==> config.mk <==
export PLATFORM = sky130hd
export DESIGN_NAME = mac_sequencer_flat
export DESIGN_NICKNAME = d
export VERILOG_FILES = /design/src/rtl/mm_pkg.sv /design/src/rtl/mac_sequencer_if.sv /design/src/rtl/mac_phase_timer.sv /design/src/rtl/mac_sequencer.sv /design/src/flat_wrapper.sv
export SDC_FILE = /design/constraint.sdc
export NUM_CORES = 1
export LEC_CHECK = 0
export BUFFER_PORTS_ARGS = -buffer_cell sky130_fd_sc_hd__buf_2
export CAP_MARGIN = 20
export CORE_MARGIN = 5
export CORE_UTILIZATION = 42
export DETAILED_ROUTE_END_ITERATION = 8
export PLACE_DENSITY = 0.75
export SETUP_SLACK_MARGIN = 0.5
export SLEW_MARGIN = 20
export SYNTH_ARGS = -nofsm -noshare
export SYNTH_HDL_FRONTEND = slang
export SYNTH_SLANG_ARGS = --single-unit
==> constraint.sdc <==
create_clock -name clk -period 1.27 [get_ports clk]
set_input_delay 0.254 -clock clk [delete_from_list [all_inputs] [get_ports clk]]
set_output_delay 0.254 -clock clk [all_outputs]
set_load 0.02 [all_outputs]
==> src/rtl/mm_pkg.sv <==
// Types and defaults shared by the MAC sequencer, its operand interface and the phase timer.
package mm_pkg;

  localparam int WIDTH_DEF = 32;

  typedef enum logic [2:0] {
    IDLE,
    CLEAR,
    ACCEPT,
    RUN,
    DONE
  } state_t;

endpackage

==> src/rtl/mac_sequencer_if.sv <==
// Paired A/B operand streams feeding the MAC sequencer.
// A and B transfer together only when both sides are valid.
interface mac_sequencer_if
  import mm_pkg::*;
#(
  parameter int WIDTH = WIDTH_DEF
);

  logic             a_valid;
  logic             a_ready;
  logic [WIDTH-1:0] a_data;
  logic             b_valid;
  logic             b_ready;
  logic [WIDTH-1:0] b_data;

  modport master (
    output a_valid, a_data, b_valid, b_data,
    input  a_ready, b_ready
  );

  modport slave (
    input  a_valid, a_data, b_valid, b_data,
    output a_ready, b_ready
  );

endinterface

==> src/rtl/mac_phase_timer.sv <==
// Phase counter for one multiply-accumulate step.
// A go pulse starts the count at phase 0 on the next cycle. The enables are
// decoded from the registered phase, so an asynchronous reset kills any
// pulse that is still pending.
module mac_phase_timer #(
  parameter int MUL_LAT = 1,
  parameter int ADD_LAT = 1
) (
  input  logic clk,
  input  logic reset,
  input  logic go,
  output logic mult_en,
  output logic add_en,
  output logic out_en,
  output logic last,
  output logic post_mul
);

  localparam int P_MUL = 0;
  localparam int P_ADD = MUL_LAT;
  localparam int P_OUT = MUL_LAT + ADD_LAT;
  localparam int PW    = $clog2(P_OUT + 1);

  localparam logic [PW-1:0] P_MUL_W = PW'(P_MUL);
  localparam logic [PW-1:0] P_ADD_W = PW'(P_ADD);
  localparam logic [PW-1:0] P_OUT_W = PW'(P_OUT);

  logic          active;
  logic [PW-1:0] phase;

  // Phase counter: runs 0..P_OUT once per go pulse, then parks.
  always_ff @(posedge clk or negedge reset) begin
    if (!reset) begin
      active <= 1'b0;
      phase  <= '0;
    end else if (go) begin
      active <= 1'b1;
      phase  <= '0;
    end else if (active) begin
      if (phase == P_OUT_W) begin
        active <= 1'b0;
        phase  <= '0;
      end else begin
        phase <= phase + 1'b1;
      end
    end
  end

  assign mult_en  = active && (phase == P_MUL_W);
  assign add_en   = active && (phase == P_ADD_W);
  assign out_en   = active && (phase == P_OUT_W);
  assign last     = active && (phase == P_OUT_W);
  assign post_mul = active && (phase != P_MUL_W);

endmodule

==> src/rtl/mac_sequencer.sv <==
// Control stage in front of one floating-point MAC unit: runs one dot product
// of run-time length, one operand pair at a time, and drives the unit's
// multiply/add/output enables at fixed phases.
//
// state  | meaning
// IDLE   | waiting for start; operands and err hold their last values
// CLEAR  | one cycle, acc_clr to the compute unit
// ACCEPT | waiting for a joint A/B transfer
// RUN    | phase timer drives mult_en/add_en/out_en for the accepted pair
// DONE   | one cycle, done pulse
module mac_sequencer
  import mm_pkg::*;
#(
  parameter int WIDTH   = WIDTH_DEF,
  parameter int K_MAX   = 16,
  parameter int MUL_LAT = 1,
  parameter int ADD_LAT = 1,
  parameter int CW      = $clog2(K_MAX + 1)
) (
  input  logic              clk,
  input  logic              reset,
  input  logic              start,
  input  logic [CW-1:0]     k_len,
  mac_sequencer_if.slave    ops,
  output logic [WIDTH-1:0]  Ain,
  output logic [WIDTH-1:0]  Bin,
  output logic              mult_en,
  output logic              add_en,
  output logic              out_en,
  output logic              acc_clr,
  input  logic              overflow_in,
  output logic              busy,
  output logic              done,
  output logic              err
);

  localparam logic [CW-1:0] K_MAX_W = CW'(K_MAX);

  state_t        state;
  state_t        state_nxt;
  logic [CW-1:0] k_cap;
  logic [CW-1:0] cnt;
  logic          accept;
  logic          last;
  logic          post_mul;

  assign accept      = (state == ACCEPT) && ops.a_valid && ops.b_valid;
  assign ops.a_ready = (state == ACCEPT) && ops.b_valid;
  assign ops.b_ready = (state == ACCEPT) && ops.a_valid;

  mac_phase_timer #(
    .MUL_LAT (MUL_LAT),
    .ADD_LAT (ADD_LAT)
  ) u_timer (
    .clk      (clk),
    .reset    (reset),
    .go       (accept),
    .mult_en  (mult_en),
    .add_en   (add_en),
    .out_en   (out_en),
    .last     (last),
    .post_mul (post_mul)
  );

  // State register.
  always_ff @(posedge clk or negedge reset) begin
    if (!reset) state <= IDLE;
    else        state <= state_nxt;
  end

  // Next-state decode.
  always_comb begin
    state_nxt = state;
    case (state)
      IDLE:    if (start) state_nxt = CLEAR;
      CLEAR:   state_nxt = (k_cap == '0) ? DONE : ACCEPT;
      ACCEPT:  if (accept) state_nxt = RUN;
      RUN:     if (last) state_nxt = (cnt == k_cap) ? DONE : ACCEPT;
      DONE:    state_nxt = IDLE;
      default: state_nxt = IDLE;
    endcase
  end

  // Length capture, element count, operand registers and sticky overflow.
  // A start is honoured only in IDLE, so err clearing and setting never collide.
  always_ff @(posedge clk or negedge reset) begin
    if (!reset) begin
      k_cap <= '0;
      cnt   <= '0;
      Ain   <= '0;
      Bin   <= '0;
      err   <= 1'b0;
    end else begin
      if (state == IDLE && start) begin
        k_cap <= (k_len > K_MAX_W) ? K_MAX_W : k_len;
        cnt   <= '0;
        err   <= 1'b0;
      end
      if (accept) begin
        Ain <= ops.a_data;
        Bin <= ops.b_data;
        cnt <= cnt + 1'b1;
      end
      if (state == RUN && post_mul && overflow_in) err <= 1'b1;
    end
  end

  assign acc_clr = (state == CLEAR);
  assign done    = (state == DONE);
  assign busy    = (state != IDLE);

endmodule

==> src/flat_wrapper.sv <==
// flat-port wrapper written by rule: the top's interface ports become plain ports
module mac_sequencer_flat import mm_pkg::*;
#(
  parameter int WIDTH   = WIDTH_DEF,
  parameter int K_MAX   = 16,
  parameter int MUL_LAT = 1,
  parameter int ADD_LAT = 1,
  parameter int CW      = $clog2(K_MAX + 1)
)
  (clk, reset, start, k_len, Ain, Bin, mult_en, add_en, out_en, acc_clr, overflow_in, busy, done, err, ops_a_valid, ops_a_data, ops_b_valid, ops_b_data, ops_a_ready, ops_b_ready);
  mac_sequencer_if #(.WIDTH(WIDTH)) ops_i ();
  input  logic clk;
  input  logic reset;
  input  logic start;
  input  logic [CW-1:0] k_len;
  output logic [WIDTH-1:0] Ain;
  output logic [WIDTH-1:0] Bin;
  output logic mult_en;
  output logic add_en;
  output logic out_en;
  output logic acc_clr;
  input  logic overflow_in;
  output logic busy;
  output logic done;
  output logic err;
  input wire logic [$bits(ops_i.a_valid)-1:0] ops_a_valid;
  input wire logic [$bits(ops_i.a_data)-1:0] ops_a_data;
  input wire logic [$bits(ops_i.b_valid)-1:0] ops_b_valid;
  input wire logic [$bits(ops_i.b_data)-1:0] ops_b_data;
  output wire logic [$bits(ops_i.a_ready)-1:0] ops_a_ready;
  output wire logic [$bits(ops_i.b_ready)-1:0] ops_b_ready;
  assign ops_i.a_valid = ops_a_valid;
  assign ops_i.a_data = ops_a_data;
  assign ops_i.b_valid = ops_b_valid;
  assign ops_i.b_data = ops_b_data;
  assign ops_a_ready = ops_i.a_ready;
  assign ops_b_ready = ops_i.b_ready;
  mac_sequencer #(.WIDTH(WIDTH), .K_MAX(K_MAX), .MUL_LAT(MUL_LAT), .ADD_LAT(ADD_LAT), .CW(CW)) u_core (.clk(clk), .reset(reset), .start(start), .k_len(k_len), .ops(ops_i), .Ain(Ain), .Bin(Bin), .mult_en(mult_en), .add_en(add_en), .out_en(out_en), .acc_clr(acc_clr), .overflow_in(overflow_in), .busy(busy), .done(done), .err(err));
endmodule
---- After elaboration in Yosys (flattened, before gate mapping) ----
Index checks and enable logic that the tools add are counted.
storage, ports and cells
  flip-flop bits (word level) ............. 81
  bits of input ports ..................... 75
  output and inout port bits .............. 73
  logic and storage cells ................. 57
cells by class
  add/subtract/negate cells ............... 2
  $lt $le $gt $ge ......................... 1
  equality and inequality tests ........... 10
  mux-type cells .......................... 17
  reductions and logical operators ........ 19
operators by type and width
  operator                                        count
  two-way mux 3 bit                               5
  two-way mux 5 bit                               3
  case mux 3 bit (4 select lines)                 1
  logical AND 1 bit                               10
  nonzero test 2 bit                              4
  == test 3 x 2 -> 1 bit (second input constant)  2
  two-way mux 2 bit                               3
  adder 5 x 1 -> 5 bit (second input constant)    1
  == test 5 bit                                   1
  > comparator 5 bit (second input constant)      1
  logical NOT 5 bit                               1
  two-way mux 1 bit                               5
  != test 2 bit (second input constant)           2
  == test 3 x 1 -> 1 bit (second input constant)  1
  == test 3 bit (second input constant)           1
  logical NOT 3 bit                               1
  AND reduction 3 bit                             1
  nonzero test 3 bit                              1
  adder 2 x 1 -> 2 bit (second input constant)    1
  == test 2 x 1 -> 1 bit (second input constant)  1
  == test 2 bit (second input constant)           1
  logical NOT 2 bit                               1
  != test 2 x 1 -> 1 bit (second input constant)  1

---- Longest topological paths before layout ----
  depth after elaboration ................. 5
  mapped depth ............................ 6
  depth with buffers taken out ............ 5

---- Cells and area by module ----
From an unflattened synthesis, not the netlist that was laid out.
unflattened totals
  cells, all modules ...................... 232
  area total of the unflattened synthesis .. 3362.0 um^2
modules (own cells, without submodules)
  module           times used  cells an instance  area each (um^2)  sequential area each (um^2)
  mac_sequencer    1           215                3191.8            1951.9
  mac_phase_timer  1           17                 170.2             75.1

---- Worst setup path before layout ----
Ideal clock, no wire load.
  path kind ............................... register to register
  start ................................... register u_core.state[0]
  end ..................................... register u_core.state[2]
  library setup time ...................... 78 ps
  arrival ................................. 1455 ps
  setup slack ............................. -263 ps
  stages on the path, launching flop included .. 6
  path buffers ............................ 1
  cell sequence ........................... dfrtp_1 -> buf_2 -> inv_1 -> nor3_1 -> nand3_1 -> a21oi_1
on the way
  elaborated cells between the ends (all ways) .. 11
  classes of those cells .................. eq/ne (6); mux (1); reduce/logical (4)
RTL lines
  what                             line                 RTL
  start, declared                  mac_sequencer.sv:39  state_t state;
  start signal, assigned           mac_sequencer.sv:68  else state <= state_nxt;
  == test 3 x 1 -> 1 bit           -
  net acc_clr                      flat_wrapper.sv:21   output logic acc_clr;
  case mux 3 bit (4 select lines)  mac_sequencer.sv:74  case (state)
The timed path passes the listed nets, and every way through them passes these cells.
A chain may end at the register's enable or synchronous reset.

---- Worst setup path after layout ----
  start ................................... register u_core.state[0]
  end ..................................... register u_core.Ain[25]
on the way
  word-level cells in the longest chain between the ends .. 3
ends and longest elaborated chain
  what                            line                  RTL
  == test 3 x 2 -> 1 bit          mac_sequencer.sv:47   assign accept = (state == ACCEPT) && ops.a_valid && ops.b_valid;
  logical AND 1 bit (2 in a row)  mac_sequencer.sv:47
  end signal, assigned            mac_sequencer.sv:100  Ain <= ops.a_data;
  end, declared                   mac_sequencer.sv:25   output logic [WIDTH-1:0] Ain,
Every way passes these cells.

==> flow_summary.json <==
{
  "status": "finished with violations",
  "violations": "hold timing, setup timing",
  "relSlewSlack_pct": 70.2,
  "n_fill_cell": 472,
  "yosysUniqueCellTypes": 32,
  "layout-drive-gt1-share_pct": 57.7,
  "mostFrequentLayoutCells": "nand2_1, buf_6, dfrtp_1",
  "first_iter_violations": 120,
  "cts.clk_slew.worst_paths_ps": 90,
  "synthAdderAreaFrac_pct": 0.377,
  "crit_path_top_delay_cell": "dfrtp_2",
  "fin_nets": 687,
  "die_w_um": 98.9,
  "critical_path_class": "reg -> reg",
  "synth-compound-area-share_pct": 5.05,
  "fmax_mhz": 594,
  "total_power_mw": 15.3,
  "worst_hold_slack_ps": -82.1,
  "wl_per_cell_um": 17.0,
  "cts_sinks": 81,
  "grt_max_degree": 82,
  "period_share_pct": 133,
  "root_buffer": "clkbuf_8",
  "hpwl_um": 6160,
  "final_util_pct": 79.8,
  "yosys.area_share.xor_xnor_pct": 1.32,
  "drv_cap": 0,
  "tightest_slew_ps": 448,
  "io_pins": 148,
  "cpLargestDelayFamily": "buffers and inverters",
  "areaGrowthSynthToFinish_pct": 85.6,
  "synthesis.nets": 451,
  "worst_setup_path_start_kind": "flop",
  "layout.cells.non_filler": 717,
  "clkLatencyLatePin_ps": 350,
  "cp_data_arrival_time_ps": 1970,
  "worst-path-buf-inv": 5,
  "peakVddDrop_uv": 1220,
  "synth_simple_gate_area_share_pct": 28.8,
  "hold_path.class": "in -> async",
  "ant_nets": 0,
  "htree_num_levels": 3,
  "rows": 32,
  "finalSetupViolCount": 87,
  "fin_crit_ps": 1680,
  "crit_path_frequent_cell": "buf_12",
  "synth_top_family_by_area": "simple AND/OR/NAND/NOR gates",
  "totalWireLength_um": 12200,
  "core-area_sq_um": 7730,
  "clock_skew_ps": 11.5,
  "ys_ff_latch": 81,
  "cellLeakagePower_nw": 3.33,
  "cp-end-kind": "flop",
  "grt_usage_pct": 22.0,
  "cts_tree": "built",
  "critPathRequiredTime_ps": 1560,
  "syn_inst": 375,
  "dp.cells": 632,
  "synth_warnings": 0,
  "multi_input_area_sq_um": 1570,
  "slew_violations": 0,
  "start_util_pct": 43.0,
  "dp_slack_ps": -196,
  "layout_commonest_cell": "nand2_1",
  "routed_via_density": 4.92,
  "seq_area_sq_um": 2030,
  "first_global_vias": 3663,
  "antenna_cells": 0,
  "synthMuxAreaShare_pct": 0.339,
  "die_h_um": 98.9,
  "drc": 0,
  "finalHoldViolations": 81,
  "avgSynthCellArea_sq_um": 8.86,
  "cp_max_fo": 8,
  "portBuffers": 147,
  "num_vias": 3526,
  "grt.overflow.total": 0,
  "syn-cell-area_sq_um": 3320,
  "rsz0062_at_grt": "true",
  "die_area_sq_um": 9790,
  "slowest_delay_ps": 450,
  "powerDensity_nw_per_um2": 2480,
  "clk_path_buf_depth": 2,
  "worstPathCellList": "nor3b_4 > buf_4 > buf_6 > and3_4 > buf_12 > buf_12 > buf_12 > nand2_2 > nand2_1",
  "setup_slack_ps": -414,
  "grt_pass1_wl_um": 17200,
  "cts_buffers": 9,
  "dr.pass1.iters": 4,
  "place.gp.congestion": 0.858,
  "r2r_slack_ps": -410,
  "antenna_found_initial": 0,
  "synth-seq-area-share_pct": 61.0
}
## flip-flops by register name (all words and copies together), names as in the netlist
| name | flops |
|---|---|
| u_core.k_cap | 5 |
| u_core.u_timer.phase | 2 |
| u_core.u_timer.active | 1 |
| u_core.cnt | 5 |
| u_core.err | 1 |
| u_core.Bin | 32 |
| u_core.state | 3 |
| u_core.Ain | 32 |
## kinds of logic after synthesis
logic type / Yosys count
AND/OR/NAND/NOR: 237
multiplexers: 1
adder cells (fa/ha/maj): 1
buffers and inverters: 22
XOR/XNOR: 5
flip-flops: 81
AO/OA/AOI/OAI: 28
## synth_stat cells
master / number / area, sq um
a21oi_1: 5 / 25.0
a22o_1: 1 / 8.76
a311oi_1: 1 / 8.76
a31oi_1: 2 / 12.5
and2_1: 3 / 18.8
and3_1: 2 / 12.5
buf_2: 11 / 55.1
buf_6: 1 / 11.3
clkbuf_1: 5 / 18.8
dfrtp_1: 81 / 2030
ha_1: 1 / 12.5
inv_1: 4 / 15.0
inv_2: 1 / 3.75
mux2_2: 1 / 11.3
nand2_1: 203 / 762
nand2b_1: 6 / 37.5
nand3_1: 5 / 25.0
nand4_1: 2 / 12.5
nor2_1: 4 / 15.0
nor2b_1: 1 / 6.26
nor3_1: 8 / 40.0
nor3b_1: 1 / 7.51
nor3b_2: 1 / 12.5
o2111ai_1: 1 / 8.76
o211a_1: 1 / 10.0
o211ai_1: 1 / 7.51
o21ai_0: 13 / 65.1
o21ai_1: 2 / 10.0
o221a_2: 1 / 11.3
or3_1: 1 / 6.26
xnor2_1: 3 / 26.3
xor2_1: 2 / 17.5
## power by group
group	leakage, nW	switching, mW	internal, mW
Sequential	1.02	0.999	3.74
Clock	0.0883	0.937	0.750
Combinational	2.23	4.19	4.68
Total	3.33	6.13	9.17
## layer usage
layer  vias to the layer above  track usage, %  share of wire (%)
li1                       1660               -                  -
met1                      1703            24.3                 36
met2                       139            41.2                 57
met3                        24            3.96                5.1
met4                         0            8.82                2.4
met5                         -               0                  0
## worst reg2reg max path: stages, from the launching register on
cell	delay [ps]
dfrtp_2	450
nor3b_4	230
buf_4	140
buf_6	90
and3_4	220
buf_12	120
buf_12	120
buf_12	130
nand2_2	60
nand2_1	70
## final timing paths
| kind | start | to | depth (start not counted) |
|---|---|---|---|
| setup / recovery | u_core.state[0] | u_core.Ain[25] | 9 |
| hold reg to reg | u_core.Ain[26] | u_core.Ain[26] | 2 |
| hold / removal | reset | u_core.Bin[26] | 2 |
| setup reg to reg | u_core.state[0] | u_core.Ain[25] | 9 |
| max in group asynchronous | reset | u_core.cnt[1] | 2 |
| min in group clk | ops_a_data[26] | u_core.Ain[26] | 3 |
## final cells by class
cell class                      instances  share of cell area [%]
Timing Repair Buffer                  242                    36.4
Sequential cell                        81                    33.0
Clock inverter                          5                   0.507
Inverter                                5                   0.386
Multi-Input combinational cell        272                    25.5
Tap cell                              102                    2.07
Clock buffer                           10                    2.23
## through the flow
stage / setup TNS [ps] / instance area (sq um)
3_3_place_gp: -8210 / 4410
4_1_cts: -24610 / 5730
2_1_floorplan: -2910 / 3420
3_5_place_dp: -11970 / 4410
5_1_grt: -35000 / 6170
6_report: -29430 / 6170
## repair_timing
item | CTS | global route
hold endpoints to repair | 81 | 81
pin swaps | 53 | 12
gates cloned | 6 | 3
buffers inserted | 32 | 29
gates resized for setup | 238 | 42
setup endpoints to repair | 154 | 154
No activity file was read; power rests on OpenSTA's default activity.
